## src/rtl/add_sub_accumulator.sv

```systemverilog
// Accumulator stage that sequences requests into a 3-bit two's-complement add/subtract unit
// and presents each updated accumulator value on a valid/ready stream with overflow flags.

module add_subtract #(
    parameter int unsigned WIDTH = 3
) (
    input  logic [WIDTH-1:0] i_a,
    input  logic [WIDTH-1:0] i_b,
    input  logic             i_m,
    output logic [WIDTH-1:0] o_sum,
    output logic             o_ovf
);

    logic [WIDTH-1:0] w_b_eff;
    logic [WIDTH-1:0] w_cin;

    // Subtract as a + ~b + 1
    assign w_b_eff = i_b ^ {WIDTH{i_m}};
    assign w_cin   = {{(WIDTH-1){1'b0}}, i_m};
    assign o_sum   = i_a + w_b_eff + w_cin;
    assign o_ovf   = (i_a[WIDTH-1] == w_b_eff[WIDTH-1]) && (o_sum[WIDTH-1] != i_a[WIDTH-1]);

endmodule

module add_sub_accumulator #(
    parameter int unsigned WIDTH    = 3,
    parameter bit          SATURATE = 1'b0
) (
    input  logic             clk,
    input  logic             rst,
    input  logic             in_valid,
    output logic             in_ready,
    input  logic [1:0]       in_op,
    input  logic [WIDTH-1:0] in_data,
    output logic             out_valid,
    input  logic             out_ready,
    output logic [WIDTH-1:0] out_acc,
    output logic             out_ovf,
    output logic             sticky_ovf,
    input  logic             clr_sticky
);

    localparam logic [1:0] StIdle = 2'd0;
    localparam logic [1:0] StExec = 2'd1;
    localparam logic [1:0] StHold = 2'd2;

    localparam logic [1:0] OpAdd  = 2'b00;
    localparam logic [1:0] OpSub  = 2'b01;
    localparam logic [1:0] OpLoad = 2'b10;

    localparam logic [WIDTH-1:0] SatPos = {1'b0, {(WIDTH-1){1'b1}}};
    localparam logic [WIDTH-1:0] SatNeg = {1'b1, {(WIDTH-1){1'b0}}};

    logic [1:0]       r_state;
    logic [1:0]       r_op;
    logic [WIDTH-1:0] r_data;
    logic [WIDTH-1:0] r_acc;
    logic             r_ovf;
    logic             r_valid;
    logic             r_sticky;

    logic             w_sub;
    logic [WIDTH-1:0] w_sum;
    logic             w_add_ovf;
    logic [WIDTH-1:0] w_acc_d;
    logic             w_ovf_d;

    assign w_sub = (r_op == OpSub);

    add_subtract #(
        .WIDTH(WIDTH)
    ) u_add_subtract (
        .i_a  (r_acc),
        .i_b  (r_data),
        .i_m  (w_sub),
        .o_sum(w_sum),
        .o_ovf(w_add_ovf)
    );

    always_comb begin
        w_acc_d = r_acc;
        w_ovf_d = 1'b0;
        case (r_op)
            OpAdd, OpSub: begin
                w_ovf_d = w_add_ovf;
                // Overflow direction follows the sign of the accumulator before the op
                if (SATURATE && w_add_ovf) begin
                    w_acc_d = r_acc[WIDTH-1] ? SatNeg : SatPos;
                end else begin
                    w_acc_d = w_sum;
                end
            end
            OpLoad:  w_acc_d = r_data;
            default: w_acc_d = '0;
        endcase
    end

    always_ff @(posedge clk) begin
        if (rst) begin
            r_state  <= StIdle;
            r_op     <= 2'b00;
            r_data   <= '0;
            r_acc    <= '0;
            r_ovf    <= 1'b0;
            r_valid  <= 1'b0;
            r_sticky <= 1'b0;
        end else begin
            case (r_state)
                StIdle: begin
                    if (in_valid) begin
                        r_op    <= in_op;
                        r_data  <= in_data;
                        r_state <= StExec;
                    end
                end
                StExec: begin
                    r_acc   <= w_acc_d;
                    r_ovf   <= w_ovf_d;
                    r_valid <= 1'b1;
                    r_state <= StHold;
                end
                StHold: begin
                    if (out_ready) begin
                        r_valid <= 1'b0;
                        r_state <= StIdle;
                    end
                end
                default: r_state <= StIdle;
            endcase

            // A new overflow takes priority over a simultaneous clear request
            if (r_state == StExec && w_ovf_d) begin
                r_sticky <= 1'b1;
            end else if (clr_sticky) begin
                r_sticky <= 1'b0;
            end
        end
    end

    assign in_ready   = (r_state == StIdle);
    assign out_valid  = r_valid;
    assign out_acc    = r_acc;
    assign out_ovf    = r_ovf;
    assign sticky_ovf = r_sticky;

endmodule
```

## config.mk

```make
export PLATFORM = sky130hd
export DESIGN_NAME = add_sub_accumulator
export DESIGN_NICKNAME = d
export VERILOG_FILES = /design/src/rtl/add_sub_accumulator.sv
export SDC_FILE = /design/constraint.sdc
export NUM_CORES = 1
export LEC_CHECK = 0
export ABC_AREA = 1
export CAP_MARGIN = 20
export CORE_MARGIN = 1
export CORE_UTILIZATION = 48
export DETAILED_ROUTE_END_ITERATION = 8
export HOLD_SLACK_MARGIN = 0.06
export PLACE_DENSITY = 0.78
export SLEW_MARGIN = 30
export SYNTH_ARGS = -nofsm -noshare
export SYNTH_HDL_FRONTEND = slang
export SYNTH_SLANG_ARGS = --single-unit
```

## constraint.sdc

```tcl
create_clock -name clk -period 3.3 [get_ports clk]
set_input_delay 0.495 -clock clk [delete_from_list [all_inputs] [get_ports clk]]
set_output_delay 0.495 -clock clk [all_outputs]
set_load 0.03 [all_outputs]
```

==> run_summary.xml, run 1 <==
<?xml version="1.0" encoding="UTF-8"?>
<metrics>
  <group name="layout">
    <metric name="design.final.nets" unit="">110</metric>
    <metric name="postLayoutCoreUtil" unit="%">71.3</metric>
    <metric name="area.sequential" unit="µm²">260</metric>
    <metric name="n_fill_cell" unit="">98</metric>
    <metric name="mostFrequentLayoutCells" unit="">clkdlybuf4s50_1 (16), dfxtp_1 (13), nand2_1 (12)</metric>
    <metric name="layout-area-overhead-vs-synth" unit="%">32.1</metric>
    <metric name="final_layout_size_suffix_gt1_share" unit="%">13.3</metric>
    <metric name="num_antenna_cells" unit="">0</metric>
    <metric name="layout_commonest_cell" unit="">clkdlybuf4s50_1</metric>
    <metric name="multi_input_comb_area" unit="µm²">320</metric>
  </group>
  <group name="grt">
    <metric name="grt_first_pass_wirelength" unit="µm">2220</metric>
    <metric name="grt_max_degree" unit="">14</metric>
    <metric name="gr-usage-all-layers" unit="%">22.8</metric>
    <metric name="grt_overflow" unit="">0</metric>
    <metric name="antenna_found_initial" unit="">0</metric>
    <metric name="grt_pass1_vias" unit="">574</metric>
  </group>
  <group name="detailed_routing">
    <metric name="detail-route-antenna-nets" unit="">0</metric>
    <metric name="routed_wire_length_per_instance" unit="µm">11.5</metric>
    <metric name="vias_per_cell" unit="">5.12</metric>
    <metric name="totalWireLength" unit="µm">1290</metric>
    <metric name="drt_first_iter_violations" unit="">19</metric>
    <metric name="detail_route.first_pass.iterations" unit="">4</metric>
    <metric name="route.vias.total" unit="">573</metric>
    <metric name="drcViolationCount" unit="">0</metric>
  </group>
  <group name="yosys">
    <metric name="synth_compound_area_share" unit="%">16.0</metric>
    <metric name="synth_top_family_by_area" unit="">simple AND/OR/NAND/NOR gates</metric>
    <metric name="synth_xor_xnor_area_share" unit="%">2.81</metric>
    <metric name="synth_seq_area_share" unit="%">41.7</metric>
    <metric name="post_synth_num_cell_types" unit="">23</metric>
    <metric name="synth.cell_area" unit="µm²">624</metric>
    <metric name="synth_largest_type_area_fraction" unit="%">41.7</metric>
    <metric name="yosys-top-cells-area" unit="">dfxtp_1 (42%), nand2_1 (7.2%), nor2_1 (6.6%), a21oi_1 (4.8%), a211oi_1 (4.8%)</metric>
    <metric name="synth_seq_cells" unit="">13</metric>
    <metric name="syn_area_per_cell" unit="µm²">7.90</metric>
    <metric name="synth_nets" unit="">90</metric>
    <metric name="netlist_instances" unit="">79</metric>
    <metric name="synthMuxAreaShare" unit="%">0</metric>
    <metric name="post_synth_fa_ha_maj_area_fraction" unit="%">3.21</metric>
    <metric name="synth_area_leader_cell" unit="">dfxtp_1</metric>
    <metric name="synth_simple_gate_area_share" unit="%">29.3</metric>
    <metric name="ys.warnings.count" unit="">0</metric>
  </group>
  <group name="pwr">
    <metric name="power.density_cell_area" unit="nW/µm²">450</metric>
    <metric name="power.combinational.fraction" unit="%">23.8</metric>
    <metric name="design_power_total" unit="mW">0.371</metric>
    <metric name="sequential_group_share_of_total_power" unit="%">48.0</metric>
    <metric name="vdd_ir_drop_max" unit="µV">279</metric>
    <metric name="p_int" unit="mW">0.253</metric>
    <metric name="power.switching_fraction" unit="%">31.7</metric>
    <metric name="clockPowerShare" unit="%">28.2</metric>
    <metric name="total_leakage_power" unit="nW">0.320</metric>
    <metric name="power.net_switching" unit="mW">0.118</metric>
  </group>
  <group name="status">
    <metric name="status" unit="">completed</metric>
  </group>
  <group name="worst_setup_path">
    <metric name="critical_path.slowest_cell" unit="">clkdlybuf4s50_1</metric>
    <metric name="critical_path.startpoint" unit="">r_state[1]</metric>
    <metric name="worst_path_dominant_cell_family" unit="">buffers and inverters</metric>
    <metric name="crit_end_element" unit="">output port</metric>
    <metric name="path_buf_inv" unit="">1</metric>
    <metric name="critPathLaunchType" unit="">register</metric>
    <metric name="crit_path_max_fanout" unit="">4</metric>
    <metric name="rr_startpoint" unit="">r_op[1]</metric>
    <metric name="worst-endpoint-arrival" unit="ns">1.49</metric>
    <metric name="critical-path-max-stage-delay" unit="ns">0.69</metric>
    <metric name="register_to_register_path_setup_slack" unit="ns">1.64</metric>
    <metric name="worstSetupPathType" unit="">register to output port</metric>
    <metric name="worstPathRequired" unit="ns">2.80</metric>
    <metric name="crit_chain" unit="">nor2_2 &gt; clkdlybuf4s50_1</metric>
  </group>
  <group name="sta">
    <metric name="fmax" unit="GHz">0.504</metric>
    <metric name="slew_viol_final" unit="">0</metric>
    <metric name="final.period_utilization" unit="%">60.2</metric>
    <metric name="slew-limit-headroom" unit="%">66.6</metric>
    <metric name="total_neg_setup_slack" unit="ns">0</metric>
    <metric name="rsz_0062_raised_after_global_routing" unit="">no</metric>
    <metric name="worst_slack" unit="ns">1.31</metric>
    <metric name="setup_viol" unit="">0</metric>
    <metric name="hold_viol" unit="">0</metric>
    <metric name="final.min_clock_period" unit="ns">1.99</metric>
    <metric name="fin_worst_skew" unit="ns">0.00393</metric>
    <metric name="worst_slew_pin_slew" unit="ns">0.500</metric>
  </group>
  <group name="clock_network">
    <metric name="cts.root.buffer_cell" unit="">clkbuf_4</metric>
    <metric name="clk_path_buf_depth" unit="">2</metric>
    <metric name="cts.sinks" unit="">13</metric>
    <metric name="cts.repair_timing.setup_buffer_count" unit="">0</metric>
    <metric name="tritoncts" unit="">built</metric>
    <metric name="htree_num_levels" unit="">1</metric>
    <metric name="cts-resized-gates" unit="">0</metric>
    <metric name="cts_hold_buf" unit="">0</metric>
    <metric name="clk-insertion-delay-late" unit="ns">0.28</metric>
    <metric name="cts.clk_slew.worst_paths" unit="ns">0.09</metric>
    <metric name="number_of_buffers_inserted_during_clock_tree_synthesis" unit="">3</metric>
  </group>
  <group name="floorplanning">
    <metric name="fp.dieH" unit="µm">38.1</metric>
    <metric name="starting_density_of_the_core" unit="%">54.0</metric>
    <metric name="io_pins" unit="">17</metric>
    <metric name="placement_rows" unit="">12</metric>
    <metric name="dieArea" unit="µm²">1450</metric>
    <metric name="floorplan.die.width" unit="µm">38.1</metric>
    <metric name="core_area" unit="µm²">1160</metric>
  </group>
  <group name="placement">
    <metric name="routabilityCongestion" unit="">0.816</metric>
    <metric name="post-place-ws" unit="ns">1.62</metric>
    <metric name="detailed_place_hpwl" unit="µm">954</metric>
    <metric name="port_buffers" unit="">16</metric>
  </group>
  <group name="hold_path">
    <metric name="hold_path_class" unit="">register to register</metric>
    <metric name="holdCritStartpoint" unit="">sticky_ovf</metric>
  </group>
  <group name="flow_run">
    <metric name="max_cap_violations" unit="">0</metric>
  </group>
</metrics>
-- worst paths after layout --
check | to | cells past startpoint
worst max-delay path | in_ready | 2
worst min-delay path | sticky_ovf | 2
worst min register to register | sticky_ovf | 2
worst max register to register | sticky_ovf | 7
-- metrics by stage --
step | std cells | hold slack (ns) | cell area [µm²]
floorplan | 79 | 0.467 | 624
global placement | 108 | 0.451 | 798
detailed placement | 108 | 0.458 | 798
CTS | 112 | 0.472 | 825
global route | 112 | 0.476 | 825
finish | 112 | 0.467 | 825
-- tightest hold or removal path: cells and delay by family (launching register included) --
kind,cells,cell delay [ns]
compound gates,1,0.05
simple gates,1,0.06
flops,1,0.32
-- Yosys cell counts --
master	number
a311oi_1	1
inv_1	7
buf_1	1
a31oi_1	3
nand3_1	5
nand2_2	2
fa_1	1
xnor2_1	1
nand4_2	1
dfxtp_1	13
inv_4	1
nand3_2	1
a211oi_1	4
o21bai_1	1
nand2_1	12
xor2_1	1
o21ai_0	1
nor2_4	2
nor2_2	1
a21oi_1	6
nor2_1	11
inv_2	2
nand3b_1	1
-- layout make-up --
class                   instances  area share (%)
inverters                      10            4.86
flip-flops and latches         13            31.6
clock buffers                   4            3.19
multi-input cells              55            38.8
repair buffers                 16            19.4
well taps                      14            2.12
-- registers in the layout, indices dropped and copies added (netlist names) --
signal      cells
out_acc         3
r_data          3
r_op            2
r_state         2
out_ovf         1
out_valid       1
sticky_ovf      1
-- power by group through the flow --
stage	clock, mW	sequential [mW]	combinational, mW
after floorplan	0	0.188	0.0497
after global placement	0	0.181	0.0851
after detailed placement	0	0.182	0.0880
after CTS	0.106	0.178	0.0888
after global routing	0.111	0.180	0.0976
final	0.104	0.178	0.0883
-- metal layers --
layer | part of all wire (%) | global-route usage, %
met2 | 50 | 39.8
met3 | 3.7 | 3.49
met1 | 45 | 25.8
met5 | 0 | 0
met4 | 1.6 | 13.4
-- logic make-up (layout without fill, tap and decap cells) --
logic type / Yosys count / in the layout
adders and majority gates: 1 / 1
AOI/OAI and AO/OA: 16 / 16
DFF: 13 / 13
xor gates and xnor gates: 2 / 2
and+or+nand+nor: 36 / 36
buffers and inverters: 11 / 30
Note: power is estimated with default switching activity, not from simulation.
==> inputs of run 2 (changes only) <==
--- a/config.mk
+++ b/config.mk
@@ -8,10 +8,10 @@
 export ABC_AREA = 1
 export CAP_MARGIN = 20
 export CORE_MARGIN = 1
-export CORE_UTILIZATION = 48
+export CORE_UTILIZATION = 45
 export DETAILED_ROUTE_END_ITERATION = 8
 export HOLD_SLACK_MARGIN = 0.06
-export PLACE_DENSITY = 0.78
+export PLACE_DENSITY = 0.73
 export SLEW_MARGIN = 30
 export SYNTH_ARGS = -nofsm -noshare
 export SYNTH_HDL_FRONTEND = slang
==> constraint.sdc (replaced) <==
create_clock -name clk -period 1.9 [get_ports clk]
set_input_delay 0.285 -clock clk [delete_from_list [all_inputs] [get_ports clk]]
set_output_delay 0.285 -clock clk [all_outputs]
set_load 0.03 [all_outputs]
==> run 2 against run 1 <==
Via count is 2.4% higher. Routed wire length is 7.5% lower. Total power is 70% higher. Flip-flop and latch count stayed put. Hold slack better by 0.0040 ns. Core utilization is 7.9 points lower. First-iteration DRC count stayed put. Sequential power is 74% higher. Largest power group unchanged.
==> run_summary.xml, run 2 (synthesis gave the netlist of run 1 again) <==
<?xml version="1.0" encoding="UTF-8"?>
<metrics>
  <group name="hold_path">
    <metric name="holdCritStartpoint" unit="">out_ovf</metric>
    <metric name="worstHoldPathCells" unit="">2</metric>
    <metric name="hold_path_class" unit="">register to register</metric>
    <metric name="worstHoldEndpoint" unit="">out_ovf</metric>
  </group>
  <group name="pwr">
    <metric name="power.density_cell_area" unit="nW/µm²">761</metric>
    <metric name="vdd_ir_drop_max" unit="µV">465</metric>
    <metric name="design_power_total" unit="mW">0.629</metric>
    <metric name="total_leakage_power" unit="nW">0.320</metric>
  </group>
  <group name="worst_setup_path">
    <metric name="worst_path_dominant_cell_family" unit="">buffers and inverters</metric>
    <metric name="worstSetupPathType" unit="">register to output port</metric>
    <metric name="timing.critical_path.depth" unit="">2</metric>
    <metric name="crit-reg2reg-capture" unit="">sticky_ovf</metric>
    <metric name="critical_path.slowest_cell" unit="">clkdlybuf4s50_1</metric>
    <metric name="critical-path-max-stage-delay" unit="ns">0.69</metric>
    <metric name="worst-endpoint-arrival" unit="ns">1.48</metric>
    <metric name="worst-r2r-cell-count" unit="">7</metric>
    <metric name="crit_end_element" unit="">output port</metric>
    <metric name="crit_path_max_fanout" unit="">4</metric>
    <metric name="path_buf_inv" unit="">1</metric>
    <metric name="crit_chain" unit="">nor2_2 &gt; clkdlybuf4s50_1</metric>
    <metric name="register_to_register_path_setup_slack" unit="ns">0.26</metric>
    <metric name="rr_startpoint" unit="">r_op[1]</metric>
    <metric name="critPathLaunchType" unit="">register</metric>
    <metric name="worstPathRequired" unit="ns">1.62</metric>
    <metric name="critical_path.startpoint" unit="">r_state[1]</metric>
  </group>
  <group name="grt">
    <metric name="grt_first_pass_wirelength" unit="µm">2040</metric>
    <metric name="grt_pass1_vias" unit="">487</metric>
    <metric name="antenna_found_initial" unit="">0</metric>
    <metric name="grt_overflow" unit="">0</metric>
    <metric name="gr-usage-all-layers" unit="%">20.5</metric>
    <metric name="grt_max_degree" unit="">14</metric>
  </group>
  <group name="floorplanning">
    <metric name="floorplan.die.width" unit="µm">39.3</metric>
    <metric name="starting_density_of_the_core" unit="%">48.0</metric>
    <metric name="io_pins" unit="">17</metric>
    <metric name="dieArea" unit="µm²">1540</metric>
    <metric name="fp.dieH" unit="µm">39.3</metric>
    <metric name="core_area" unit="µm²">1300</metric>
    <metric name="placement_rows" unit="">13</metric>
  </group>
  <group name="sta">
    <metric name="setup_viol" unit="">0</metric>
    <metric name="total_neg_setup_slack" unit="ns">0</metric>
    <metric name="fmax" unit="GHz">0.567</metric>
    <metric name="fin_worst_skew" unit="ns">0.00587</metric>
    <metric name="final.min_clock_period" unit="ns">1.76</metric>
    <metric name="hold_viol" unit="">0</metric>
    <metric name="slew-limit-headroom" unit="%">70.3</metric>
    <metric name="worst_slew_pin_slew" unit="ns">0.444</metric>
    <metric name="rsz_0062_raised_after_global_routing" unit="">no</metric>
    <metric name="slew_viol_final" unit="">0</metric>
    <metric name="final.period_utilization" unit="%">92.8</metric>
  </group>
  <group name="placement">
    <metric name="detailed_place_hpwl" unit="µm">902</metric>
    <metric name="routabilityCongestion" unit="">0.809</metric>
    <metric name="dp_cells" unit="">109</metric>
    <metric name="dpl_cell_area" unit="µm²">800</metric>
    <metric name="port_buffers" unit="">16</metric>
  </group>
  <group name="clock_network">
    <metric name="cts-resized-gates" unit="">0</metric>
    <metric name="number_of_buffers_inserted_during_clock_tree_synthesis" unit="">3</metric>
    <metric name="cts.repair_timing.setup_buffer_count" unit="">0</metric>
    <metric name="tritoncts" unit="">built</metric>
    <metric name="clk-insertion-delay-late" unit="ns">0.28</metric>
    <metric name="cts.sinks" unit="">13</metric>
    <metric name="cts.root.buffer_cell" unit="">clkbuf_4</metric>
    <metric name="cts_hold_buf" unit="">0</metric>
    <metric name="cts.clk_slew.worst_paths" unit="ns">0.08</metric>
    <metric name="htree_num_levels" unit="">1</metric>
    <metric name="clk_path_buf_depth" unit="">2</metric>
  </group>
  <group name="detailed_routing">
    <metric name="totalWireLength" unit="µm">1190</metric>
    <metric name="drt_first_iter_violations" unit="">19</metric>
    <metric name="detail_route.first_pass.iterations" unit="">4</metric>
    <metric name="route.vias.total" unit="">587</metric>
    <metric name="drcViolationCount" unit="">0</metric>
    <metric name="detail-route-antenna-nets" unit="">0</metric>
    <metric name="routed_wire_length_per_instance" unit="µm">10.5</metric>
    <metric name="vias_per_cell" unit="">5.19</metric>
  </group>
  <group name="layout">
    <metric name="final_layout_size_suffix_gt1_share" unit="%">13.3</metric>
    <metric name="layout-area-overhead-vs-synth" unit="%">32.3</metric>
    <metric name="layout_commonest_cell" unit="">clkdlybuf4s50_1</metric>
    <metric name="num_antenna_cells" unit="">0</metric>
    <metric name="final_instance_area" unit="µm²">826</metric>
    <metric name="final-instance-count-excl-fill" unit="">113</metric>
    <metric name="mostFrequentLayoutCells" unit="">clkdlybuf4s50_1 (16), dfxtp_1 (13), nand2_1 (12)</metric>
    <metric name="design.final.nets" unit="">110</metric>
  </group>
  <group name="status">
    <metric name="status" unit="">completed</metric>
  </group>
  <group name="flow_run">
    <metric name="max_cap_violations" unit="">0</metric>
  </group>
</metrics>
run 2: cell counts in the layout (fill, tap and decap cells not counted):
Identical to the previous run, type by type.
run 2: worst max path at each step:
stage	endpoint	slack (ns)
finish	in_ready	0.14
global route	in_ready	0.06
CTS	in_ready	0.12
detailed placement	out_ovf	0.28
global placement	out_ovf	0.33
floorplan	out_ovf	0.38
run 2: area by class of cell:
cell class / instances / area [µm²]
Inverter: 10 / 40.0
Tap cell: 15 / 18.8
Clock buffer: 4 / 26.3
Timing Repair Buffer: 16 / 160
Fill cell: 122 / 475
Sequential cell: 13 / 260
Multi-Input combinational cell: 55 / 320
run 2: tightest hold or removal path, cell delays in order (launching register included):
cell and delay, ns:
dfxtp_1 0.31, nand2_1 0.06, a21oi_1 0.05
run 2: metal layers:
| layer | share of wire [%] | GRT usage (%) |
|---|---|---|
| met4 | 1.7 | 5.17 |
| met3 | 5.7 | 10.2 |
| met5 | 0 | 0 |
| met1 | 48 | 25.3 |
| met2 | 44 | 31.3 |
run 2: where the power goes:
group	leakage, nW	switching, mW	internal [mW]
Combinational	0.198	0.0830	0.0665
Clock	0.0150	0.0873	0.0815
Sequential	0.107	0.0191	0.291
Total	0.320	0.189	0.439
run 2: metrics by stage:
step	utilization, %	hold slack [ns]	setup WS [ns]
CTS	63.5	0.475	0.123
global route	63.5	0.492	0.0566
global placement	61.4	0.457	0.326
finish	63.5	0.471	0.137
floorplan	-	0.363	0.382
detailed placement	61.4	0.465	0.283
==> inputs of run 3 (changes only) <==
--- a/config.mk
+++ b/config.mk
@@ -6,12 +6,13 @@
 export NUM_CORES = 1
 export LEC_CHECK = 0
 export ABC_AREA = 1
-export CAP_MARGIN = 20
+export CELL_PAD_IN_SITES_DETAIL_PLACEMENT = 0
+export CELL_PAD_IN_SITES_GLOBAL_PLACEMENT = 1
 export CORE_MARGIN = 1
-export CORE_UTILIZATION = 45
+export CORE_UTILIZATION = 32
 export DETAILED_ROUTE_END_ITERATION = 8
 export HOLD_SLACK_MARGIN = 0.06
-export PLACE_DENSITY = 0.73
+export PLACE_DENSITY = 0.72
 export SLEW_MARGIN = 30
 export SYNTH_ARGS = -nofsm -noshare
 export SYNTH_HDL_FRONTEND = slang
==> run 3 against run 2 <==
Cell area increased by 1.5%. Maximum frequency increased by 0.19%. Final cell count increased by 8.8%. Clock power increased by 3%. Sequential power about the same. Routed wire length increased by 12%. Hold slack got worse by 0.0034 ns. Die area increased by 38%. Via count decreased by 1.9%. Core utilization decreased by 16 points. Combinational power about the same. Critical path type unchanged.
==> run_summary.xml, run 3 (synthesis gave the netlist of run 1 again) <==
<?xml version="1.0" encoding="UTF-8"?>
<metrics>
  <group name="clock_network">
    <metric name="cts.clk_slew.worst_paths" unit="ns">0.07</metric>
    <metric name="clk-insertion-delay-late" unit="ns">0.28</metric>
    <metric name="cts.root.buffer_cell" unit="">clkbuf_4</metric>
    <metric name="cts_hold_buf" unit="">0</metric>
    <metric name="cts-resized-gates" unit="">0</metric>
    <metric name="cts.repair_timing.setup_buffer_count" unit="">0</metric>
    <metric name="cts.sinks" unit="">13</metric>
    <metric name="tritoncts" unit="">built</metric>
    <metric name="number_of_buffers_inserted_during_clock_tree_synthesis" unit="">3</metric>
    <metric name="clk_path_buf_depth" unit="">2</metric>
    <metric name="htree_num_levels" unit="">1</metric>
  </group>
  <group name="sta">
    <metric name="slew-limit-headroom" unit="%">66.8</metric>
    <metric name="fin_worst_skew" unit="ns">0.00635</metric>
    <metric name="hold_viol" unit="">0</metric>
    <metric name="total_neg_setup_slack" unit="ns">0</metric>
    <metric name="rsz_0062_raised_after_global_routing" unit="">no</metric>
    <metric name="worst_slew_pin_slew" unit="ns">0.496</metric>
    <metric name="fmax" unit="GHz">0.568</metric>
    <metric name="final.min_clock_period" unit="ns">1.76</metric>
    <metric name="slew_viol_final" unit="">0</metric>
    <metric name="final.period_utilization" unit="%">92.6</metric>
    <metric name="setup_viol" unit="">0</metric>
  </group>
  <group name="pwr">
    <metric name="vdd_ir_drop_max" unit="µV">402</metric>
    <metric name="power.density_cell_area" unit="nW/µm²">758</metric>
    <metric name="total_leakage_power" unit="nW">0.320</metric>
  </group>
  <group name="layout">
    <metric name="final_layout_size_suffix_gt1_share" unit="%">13.3</metric>
    <metric name="layout_commonest_cell" unit="">clkdlybuf4s50_1</metric>
    <metric name="final-instance-count-excl-fill" unit="">123</metric>
    <metric name="num_antenna_cells" unit="">0</metric>
    <metric name="design.final.nets" unit="">110</metric>
    <metric name="mostFrequentLayoutCells" unit="">clkdlybuf4s50_1 (16), dfxtp_1 (13), nand2_1 (12)</metric>
    <metric name="layout-area-overhead-vs-synth" unit="%">34.3</metric>
  </group>
  <group name="worst_setup_path">
    <metric name="crit_chain" unit="">nor2_2 &gt; clkdlybuf4s50_1</metric>
    <metric name="critPathLaunchType" unit="">register</metric>
    <metric name="worstPathRequired" unit="ns">1.62</metric>
    <metric name="critical-path-max-stage-delay" unit="ns">0.69</metric>
    <metric name="critical_path.slowest_cell" unit="">clkdlybuf4s50_1</metric>
    <metric name="crit_path_max_fanout" unit="">4</metric>
    <metric name="worst-endpoint-arrival" unit="ns">1.47</metric>
    <metric name="worst_path_dominant_cell_family" unit="">buffers and inverters</metric>
    <metric name="path_buf_inv" unit="">1</metric>
    <metric name="worstSetupPathType" unit="">register to output port</metric>
    <metric name="crit_end_element" unit="">output port</metric>
  </group>
  <group name="flow_run">
    <metric name="max_cap_violations" unit="">0</metric>
  </group>
  <group name="detailed_routing">
    <metric name="vias_per_cell" unit="">4.68</metric>
    <metric name="drt_first_iter_violations" unit="">5</metric>
    <metric name="routed_wire_length_per_instance" unit="µm">10.8</metric>
    <metric name="totalWireLength" unit="µm">1330</metric>
    <metric name="drcViolationCount" unit="">0</metric>
    <metric name="detail-route-antenna-nets" unit="">0</metric>
    <metric name="route.vias.total" unit="">576</metric>
    <metric name="detail_route.first_pass.iterations" unit="">5</metric>
  </group>
  <group name="grt">
    <metric name="antenna_found_initial" unit="">0</metric>
    <metric name="grt_first_pass_wirelength" unit="µm">2210</metric>
    <metric name="grt_overflow" unit="">0</metric>
    <metric name="gr-usage-all-layers" unit="%">15.4</metric>
    <metric name="grt_pass1_vias" unit="">506</metric>
    <metric name="grt_max_degree" unit="">14</metric>
  </group>
  <group name="status">
    <metric name="status" unit="">completed</metric>
  </group>
  <group name="floorplanning">
    <metric name="starting_density_of_the_core" unit="%">35.0</metric>
    <metric name="floorplan.die.width" unit="µm">46.2</metric>
    <metric name="fp.dieH" unit="µm">46.2</metric>
    <metric name="io_pins" unit="">17</metric>
    <metric name="placement_rows" unit="">15</metric>
    <metric name="core_area" unit="µm²">1780</metric>
    <metric name="dieArea" unit="µm²">2130</metric>
  </group>
  <group name="placement">
    <metric name="dp_cells" unit="">119</metric>
    <metric name="detailed_place_hpwl" unit="µm">1030</metric>
    <metric name="routabilityCongestion" unit="">0.792</metric>
    <metric name="port_buffers" unit="">16</metric>
  </group>
  <group name="hold_path">
    <metric name="hold_path_class" unit="">register to register</metric>
  </group>
</metrics>
-- run 3: cell counts in the layout (fill, tap and decap cells not counted) --
Identical to the previous run, type by type.
-- run 3: final cells by class --
class                   count  area [µm²]
flip-flops and latches     13         260
multi-input cells          55         320
inverters                  10        40.0
clock buffers               4        26.3
fillers                   184         945
well taps                  25        31.3
repair buffers             16         160
-- run 3: through the flow --
stage               instance area [µm²]  worst slack (ns)  total power, mW  utilization [%]  hold WS [ns]
floorplan                           624             0.382            0.414                -         0.363
global placement                    812             0.317            0.470             45.5         0.455
detailed placement                  812             0.258            0.469             45.5         0.461
CTS                                 838             0.117            0.644             47.0         0.472
global route                        838            0.0771            0.676             47.0         0.516
finish                              838             0.140            0.636             47.0         0.468
-- run 3: worst min-delay path, delay by kind of cell (launching register included) --
kind / cells / cell delay, ns
AND/OR/NAND/NOR: 1 / 0.06
AO/OA/AOI/OAI: 1 / 0.05
flip-flops: 1 / 0.31
-- run 3: metal layers --
layer	GRT usage, %	vias up	part of all wire, %
met5	0	-	0
met4	7.06	0	1.7
met3	7.06	4	4.4
met2	22.8	11	44
met1	18.7	259	50
li1	-	302	-
-- run 3: where the power goes --
group	switching (mW)	internal, mW	total [mW]
clock	0.0925	0.0815	0.174
sequential	0.0188	0.291	0.310
combinational	0.0852	0.0665	0.152
total	0.196	0.439	0.636
-- run 3: path summary, 6_finish.rpt --
check             startpoint          to  slack, ns  depth (start not counted)
hold reg to reg      out_ovf     out_ovf       0.47                          2
setup reg to reg     r_op[1]  sticky_ovf       0.24                          7
setup / recovery  r_state[1]    in_ready       0.14                          2
hold / removal       out_ovf     out_ovf       0.47                          2
